File: src/rtl/keccak_absorb_loader.sv
// Packs a message word stream into Keccak rate blocks with SHAKE/SHA3 padding.
// Define KECCAK_LOADER_SHA3_MODES_EN to add the SHA3-224/256/384/512 modes.
module keccak_absorb_loader #(
   parameter int W        = 64,
   parameter int RATE_MAX = 1344
) (
   input  logic                clk,
   input  logic                rst,
   input  logic                cfg_valid,
   output logic                cfg_ready,
   input  logic [2:0]          cfg_mode,
   input  logic [31:0]         cfg_in_bytes,
   input  logic [31:0]         cfg_out_bits,
   input  logic                in_valid,
   output logic                in_ready,
   input  logic [W-1:0]        in_data,
   output logic                blk_valid,
   input  logic                blk_ready,
   output logic [RATE_MAX-1:0] blk_data,
   output logic                blk_last,
   output logic [2:0]          mode_out,
   output logic [31:0]         out_bits
);
   localparam int          BPW       = W / 8;
   localparam int          MAX_WORDS = RATE_MAX / W;
   localparam logic [31:0] BPW32     = 32'(BPW);

   typedef enum logic [1:0] {IDLE, LOAD, PAD, EMIT} state_t;
   state_t state_q, state_d;

   logic [RATE_MAX-1:0] buf_q;
   logic [31:0]         rem_q;
   logic [7:0]          wcnt_q;
   logic                dom_q;
   logic                last_q;
   logic [2:0]          mode_q;
   logic [31:0]         out_bits_q;

   logic [2:0]  cfg_mode_eff;
   logic [7:0]  rate_bytes, words_per_blk, domain;
   logic [31:0] take, rem_next;
   logic        dom_next, last_word, word_we;
   logic [W-1:0] gen_word;

`ifdef KECCAK_LOADER_SHA3_MODES_EN
   always_comb cfg_mode_eff = (cfg_mode <= 3'd5) ? cfg_mode : 3'd0;
`else
   always_comb cfg_mode_eff = (cfg_mode == 3'd1) ? 3'd1 : 3'd0;
`endif

   always_comb begin
      case (mode_q)
         3'd1:    rate_bytes = 8'd136;
`ifdef KECCAK_LOADER_SHA3_MODES_EN
         3'd2:    rate_bytes = 8'd144;
         3'd3:    rate_bytes = 8'd136;
         3'd4:    rate_bytes = 8'd104;
         3'd5:    rate_bytes = 8'd72;
`endif
         default: rate_bytes = 8'd168;
      endcase
      words_per_blk = rate_bytes / 8'(BPW);
      domain        = (mode_q <= 3'd1) ? 8'h1F : 8'h06;
   end

   // One word per write: message bytes, then the domain byte once, then zeros;
   // the closing 0x80 lands in the last rate word of the block holding the domain byte.
   always_comb begin
      take      = (rem_q < BPW32) ? rem_q : BPW32;
      rem_next  = rem_q - take;
      dom_next  = dom_q | (rem_q < BPW32);
      last_word = (wcnt_q == words_per_blk - 8'd1);
      gen_word  = '0;
      for (int j = 0; j < BPW; j++) begin
         if (32'(j) < rem_q)
            gen_word[8*j +: 8] = in_data[W-1-8*j -: 8];
         else if (32'(j) == rem_q && !dom_q)
            gen_word[8*j +: 8] = domain;
      end
      if (last_word && dom_next)
         gen_word[W-1 -: 8] = gen_word[W-1 -: 8] | 8'h80;
   end

   always_comb word_we = ((state_q == LOAD) && in_valid) || (state_q == PAD);

   always_comb begin
      state_d   = state_q;
      cfg_ready = 1'b0;
      in_ready  = 1'b0;
      blk_valid = 1'b0;
      case (state_q)
         IDLE: begin
            cfg_ready = 1'b1;
            if (cfg_valid)
               state_d = (cfg_in_bytes != 32'd0) ? LOAD : PAD;
         end
         LOAD: begin
            in_ready = 1'b1;
            if (in_valid) begin
               if (last_word)
                  state_d = EMIT;
               else if (rem_next == 32'd0)
                  state_d = PAD;
            end
         end
         PAD: begin
            if (last_word)
               state_d = EMIT;
         end
         EMIT: begin
            blk_valid = 1'b1;
            if (blk_ready)
               state_d = last_q ? IDLE : ((rem_q != 32'd0) ? LOAD : PAD);
         end
         default: state_d = IDLE;
      endcase
   end

   always_ff @(posedge clk or posedge rst) begin
      if (rst) begin
         state_q    <= IDLE;
         buf_q      <= '0;
         rem_q      <= '0;
         wcnt_q     <= '0;
         dom_q      <= 1'b0;
         last_q     <= 1'b0;
         mode_q     <= '0;
         out_bits_q <= '0;
      end else begin
         state_q <= state_d;
         case (state_q)
            IDLE: begin
               if (cfg_valid) begin
                  mode_q     <= cfg_mode_eff;
                  out_bits_q <= cfg_out_bits;
                  rem_q      <= cfg_in_bytes;
                  wcnt_q     <= '0;
                  dom_q      <= 1'b0;
                  last_q     <= 1'b0;
               end
            end
            LOAD, PAD: begin
               if (word_we) begin
                  for (int w = 0; w < MAX_WORDS; w++)
                     if (wcnt_q == 8'(w))
                        buf_q[w*W +: W] <= gen_word;
                  rem_q  <= rem_next;
                  dom_q  <= dom_next;
                  wcnt_q <= wcnt_q + 8'd1;
                  if (last_word)
                     last_q <= dom_next;
               end
            end
            EMIT: begin
               if (blk_ready) begin
                  buf_q  <= '0;
                  wcnt_q <= '0;
                  last_q <= 1'b0;
               end
            end
            default: ;
         endcase
      end
   end

   assign blk_data = buf_q;
   assign blk_last = last_q;
   assign mode_out = mode_q;
   assign out_bits = out_bits_q;

endmodule

File: config.mk
export PLATFORM = sky130hd
export DESIGN_NAME = keccak_absorb_loader
export DESIGN_NICKNAME = d
export VERILOG_FILES = /design/src/rtl/keccak_absorb_loader.sv
export SDC_FILE = /design/constraint.sdc
export NUM_CORES = 2
export LEC_CHECK = 0
export CORE_AREA = 2 2 585 587
export CTS_CLUSTER_DIAMETER = 80
export CTS_CLUSTER_SIZE = 16
export DETAILED_ROUTE_END_ITERATION = 10
export DIE_AREA = 0 0 587 589
export GPL_ROUTABILITY_DRIVEN = 1
export GPL_TIMING_DRIVEN = 1
export SLEW_MARGIN = 20
export SYNTH_ARGS = -nofsm -noshare
export SYNTH_HDL_FRONTEND = slang
export SYNTH_SLANG_ARGS = --single-unit
File: constraint.sdc
create_clock -name clk -period 134 [get_ports clk]
set_input_delay 13.4 -clock clk [delete_from_list [all_inputs] [get_ports clk]]
set_output_delay 13.4 -clock clk [all_outputs]
set_load 0.005 [all_outputs]
### Word level (Yosys, flattened, before mapping)

Index checks and enable logic that the tools add are counted.

| operators by class | value |
|---|---|
| add/subtract/negate cells | 3 |
| order comparisons | 10 |
| eq/ne operators | 61 |
| muxes and demuxes | 72 |
| bitwise operators | 1 |
| reduce and logical (&&, ||, !) cells | 47 |

Operators by type and width:

| kind | number |
|---|---|
| $mux 1344 | 2 |
| $pmux 1344 s2 | 1 |
| $mux 64 | 21 |
| $eq 3x32->1 const A | 4 |
| $lt 3x32->1 const A | 4 |
| $mux 32 | 3 |
| $mux 8 | 12 |
| $reduce_and 4->1 | 22 |
| $eq 2x32->1 const A | 2 |
| $eq 8x4->1 const B | 8 |
| $logic_not 32->1 | 2 |
| $lt 1x32->1 const A | 2 |
| $lt 2x32->1 const A | 2 |
| $pmux 32 s2 | 1 |
| $reduce_bool 32->1 | 2 |
| $ne 2x2->1 const B | 27 |
| $mux 5 | 9 |
| $eq 8x5->1 const B | 5 |
| $eq 1x32->1 const A | 1 |
| $eq 8x3->1 const B | 4 |
| $lt 32x4->1 const B | 1 |
| $sub 32x32->32 | 1 |
| $pmux 8 s3 | 1 |
| $mux 2 | 9 |
| 26 further kinds | 48 |

| word-level totals | value |
|---|---|
| flip-flop bits (word level) | 1,423 |
| input port bits | 136 |
| output and inout port bits | 1,383 |
| word-level logic and storage cells | 222 |

### Logic depth before layout (Yosys ltp)

| depth | value |
|---|---|
| depth after elaboration | 9 |
| depth in mapped cells | 17 |

### Worst setup path after synthesis

OpenSTA, ideal clock, no wires.

| timing | value |
|---|---|
| kind | input to register |
| from | input in_valid |
| to | register buf_q[65], in the netlist blk_data[65] |
| setup time | 0.083 ns |
| data arrival time | 15.125 ns |
| path slack | 118.793 ns |
| cell stages on the path | 9 |
| buffers on the path | 4 |
| cell sequence | a211oi_1 or2_2 buf_2 a21o_1 clkbuf_1 clkbuf_1 clkbuf_1 nand2_1 o21ai_0 |

| on the way | value |
|---|---|
| longest elaborated chain between the ends | 4 |

RTL lines:

| element | line | text |
|---|---|---|
| from (decl) | 14 | `input logic in_valid,` |
| $logic_and 1x1->1 | 84 | `always_comb word_we = ((state_q == LOAD) && in_valid) \|\| (state_q == PAD);` |
| $logic_or 1x1->1 | 84 |  |
| $ne 2x2->1 (no line) | -- |  |
| $reduce_and 4->1 (no line) | -- |  |
| to (signal, indexed assignment) | 146 | `buf_q[w*W +: W] <= gen_word;` |
| to (decl) | 31 | `logic [RATE_MAX-1:0] buf_q;` |

No other way between the ends.
A chain may end at the register's enable or synchronous reset.

==> results_dict.tcl <==
set metrics [dict create \
    start_kind "input pin" \
    drv_cap 0 \
    cp_cell_sequence "clkdlybuf4s50_1 -> inv_8 -> buf_12 -> buf_4 -> buf_4 -> buf_4" \
    crit_arrival_ns 17.62 \
    worstPathMaxFanout 149 \
    grt_pass1_vias 41100 \
    fin_setup_tns_ns 0 \
    fp.coreArea_sq_um 339000 \
    wl_per_cell_microns 23.2 \
    io_pins 1519 \
    cp.buffers_inverters 6 \
    io_buffers 1516 \
    peakVddDrop_mv 0.0251 \
    place_hpwl_microns 185000 \
    grt_pass1_wl_microns 349000 \
    drv_slew 0 \
    synth-compound-area-share_pct 15.2 \
    clock_latency_ns 0.87 \
    start_util_pct 15.5 \
    synth_edf_count 0 \
    place_congestion 0.834 \
    path_class "in -> async" \
    max_stage_delay_ns 0.82 \
    die_w_microns 587 \
    setup_viol 0 \
    power_density_nw_per_um2 29.0 \
    critPathTopFamily "buffers and inverters" \
    period_needed_ns 16.78 \
    clock.fmax_ghz 0.0596 \
    vias 42400 \
    die_height_microns 589 \
    synthAdderAreaFrac_pct 0.214 \
    fillers 36900 \
    synth_most_common_cell "nand2_1" \
    drive_gt1_share_pct 6.01 \
    postRouteAntennaNets 0 \
    worst_ep_required_time_ns 134.84 \
    finalClockSkew_ns 0.106 \
    netlist.area_leader.share_pct 67.6 \
    synth_top_flop_cell "dfrtp_1" \
    synthArstFlopShare_pct 100 \
    timing.max_slew.rel_slack_pct 20.2 \
    grt_use_total_pct 14.3 \
    cts_tree "built" \
    htree_num_levels 3 \
    gr-total-overflow 0 \
    multi_input_area_sq_um 15700 \
    ys_warn_count 0 \
    cts_root_buf "clkbuf_16" \
    regArea_sq_um 35600 \
    die_area_sq_um 346000 \
    synthCells 5142 \
    synth_top_cell_by_area "dfrtp_1" \
    synthTopCellsByCount "nand2_1, dfrtp_1, o21ai_0" \
    ys_seq_area_share_pct 67.6 \
    synthSimpleGateAreaFrac_pct 12.3 \
    p_leak_nw 32.0 \
    end_kind "asynchronous set/reset pin" \
    outcome "complete, no violations" \
    cts_hold_buf 0 \
    post_cts_buffers 0 \
    cts.clk_slew.worst_paths_ns 0.07 \
    synth.area.mux_share_pct 0.902 \
    hold_viol 0 \
    avgSynthCellArea_sq_um 10.2 \
    synth_top_family_by_area "compound AO/OA/AOI/OAI gates" \
    final_nets 6568 \
    drt_wl_total_microns 256000 \
    area_growth_pct 45.4 \
    netlist_area_sq_um 52600 \
    rows 214 \
    holdWs_ns 0.477 \
    clock_path_buffers 4 \
    synth_area_leaders "dfrtp_1, o21ai_0, nand2_1" \
    ys_seq_elements 1421 \
    slowest_stage "buf_4" \
    post-route-drc-count 0 \
    cts.repair.resized 0 \
    dpl_cell_area_sq_um 73100 \
    via_per_inst 3.84 \
    synth_xor_xnor_area_share_pct 0.150 \
    fin_area_sq_um 76400 \
    cts_inserted_buffers 114 \
    cts.sinks 1421 \
    ys_types 72 \
    dr.pass1.iters 5 \
    rsz0062_at_grt "false" \
    antenna_found_initial 50 \
    finish.utilization_pct 22.5 \
    drtIter0Drc 3098 \
    grt_max_degree 169 \
    period_share_pct 12.5 \
    tightestPinTransition_ns 1.20 \
    path_common_cell "buf_4" \
    hp-class "reg -> reg" \
]
## area by class of cell
| type | instances | area share [%] |
|---|---|---|
| Tap cell | 4536 | 7.43 |
| Inverter | 17 | 0.0933 |
| Antenna cell | 39 | 0.128 |
| Sequential cell | 1421 | 46.5 |
| Clock buffer | 117 | 3.75 |
| Multi-Input combinational cell | 3237 | 20.5 |
| Timing Repair Buffer | 1632 | 21.1 |
| Clock inverter | 27 | 0.457 |
## state kept, by name, summed over array words and instances (netlist names)
register  flops
rem_q        32
wcnt_q        8
blk_last      1
state_q       2
dom_q         1
mode_out      1
blk_data   1344
out_bits     32
## cells by family after synthesis
family / count (synthesis)
adder cells (fa/ha/maj): 9
multiplexers: 43
flip-flops: 1421
AO/OA/AOI/OAI: 1548
other: 2
buffers and inverters: 485
XOR/XNOR: 9
AND/OR/NAND/NOR: 1625
## metrics by stage
stage / power (W) / setup slack, ns / std cells
floorplan: 0.00121 / 80.53 / 5143
global placement: 0.00190 / 116.19 / 10800
detailed placement: 0.00192 / 116.22 / 10800
CTS: 0.00225 / 117.21 / 11000
global route: 0.00238 / 116.68 / 11000
finish: 0.00222 / 117.22 / 11000
## worst min-delay path, stage by stage (launching register included)
cell and delay (ns):
dfrtp_1 0.34, nand2_1 0.05, o21ai_0 0.06
## path summary, 6_finish.rpt
path	startpoint	slack, ns	end	cells after the start
setup / recovery	rst	117.22	blk_data[882]	6
setup reg to reg	state_q[0]	128.27	blk_data[1259]	10
min in group asynchronous	rst	13.15	blk_data[1261]	2
max in group clk	in_valid	117.42	blk_data[1259]	7
hold / removal	blk_data[966]	0.48	blk_data[966]	2
hold reg to reg	blk_data[966]	0.48	blk_data[966]	2
## where the power goes
group,internal (W),total [W],switching [W]
sequential,0.000638,0.000752,0.000113
clock,0.000157,0.000326,0.000169
combinational,0.000469,0.00114,0.000668
## per-layer routing
metal  track usage [%]  vias to the layer above  share of wire [%]
li1                  -                    19600                  -
met1              17.6                    20700                 41
met2              23.7                     1732                 47
met3              4.31                      331                8.7
met4              4.95                       10                3.3
met5                 0                        -              0.029
## placed cells by master (no fill, tap or decap), types with 18 or more instances in the layout
master and count:
buf_4 111, clkdlybuf4s50_1 1516, mux2_2 33, o21ai_4 27, diode_2 39, nor3_1 22
a21oi_1 35, dfrtp_1 1421, nand3_1 28, nor4_1 18, nor2_1 44, o21ai_1 74
o22ai_1 23, clkbuf_16 114, a21o_4 20, nand2_1 1439, o21ai_0 1325
Note: power is estimated with default switching activity, not from simulation.
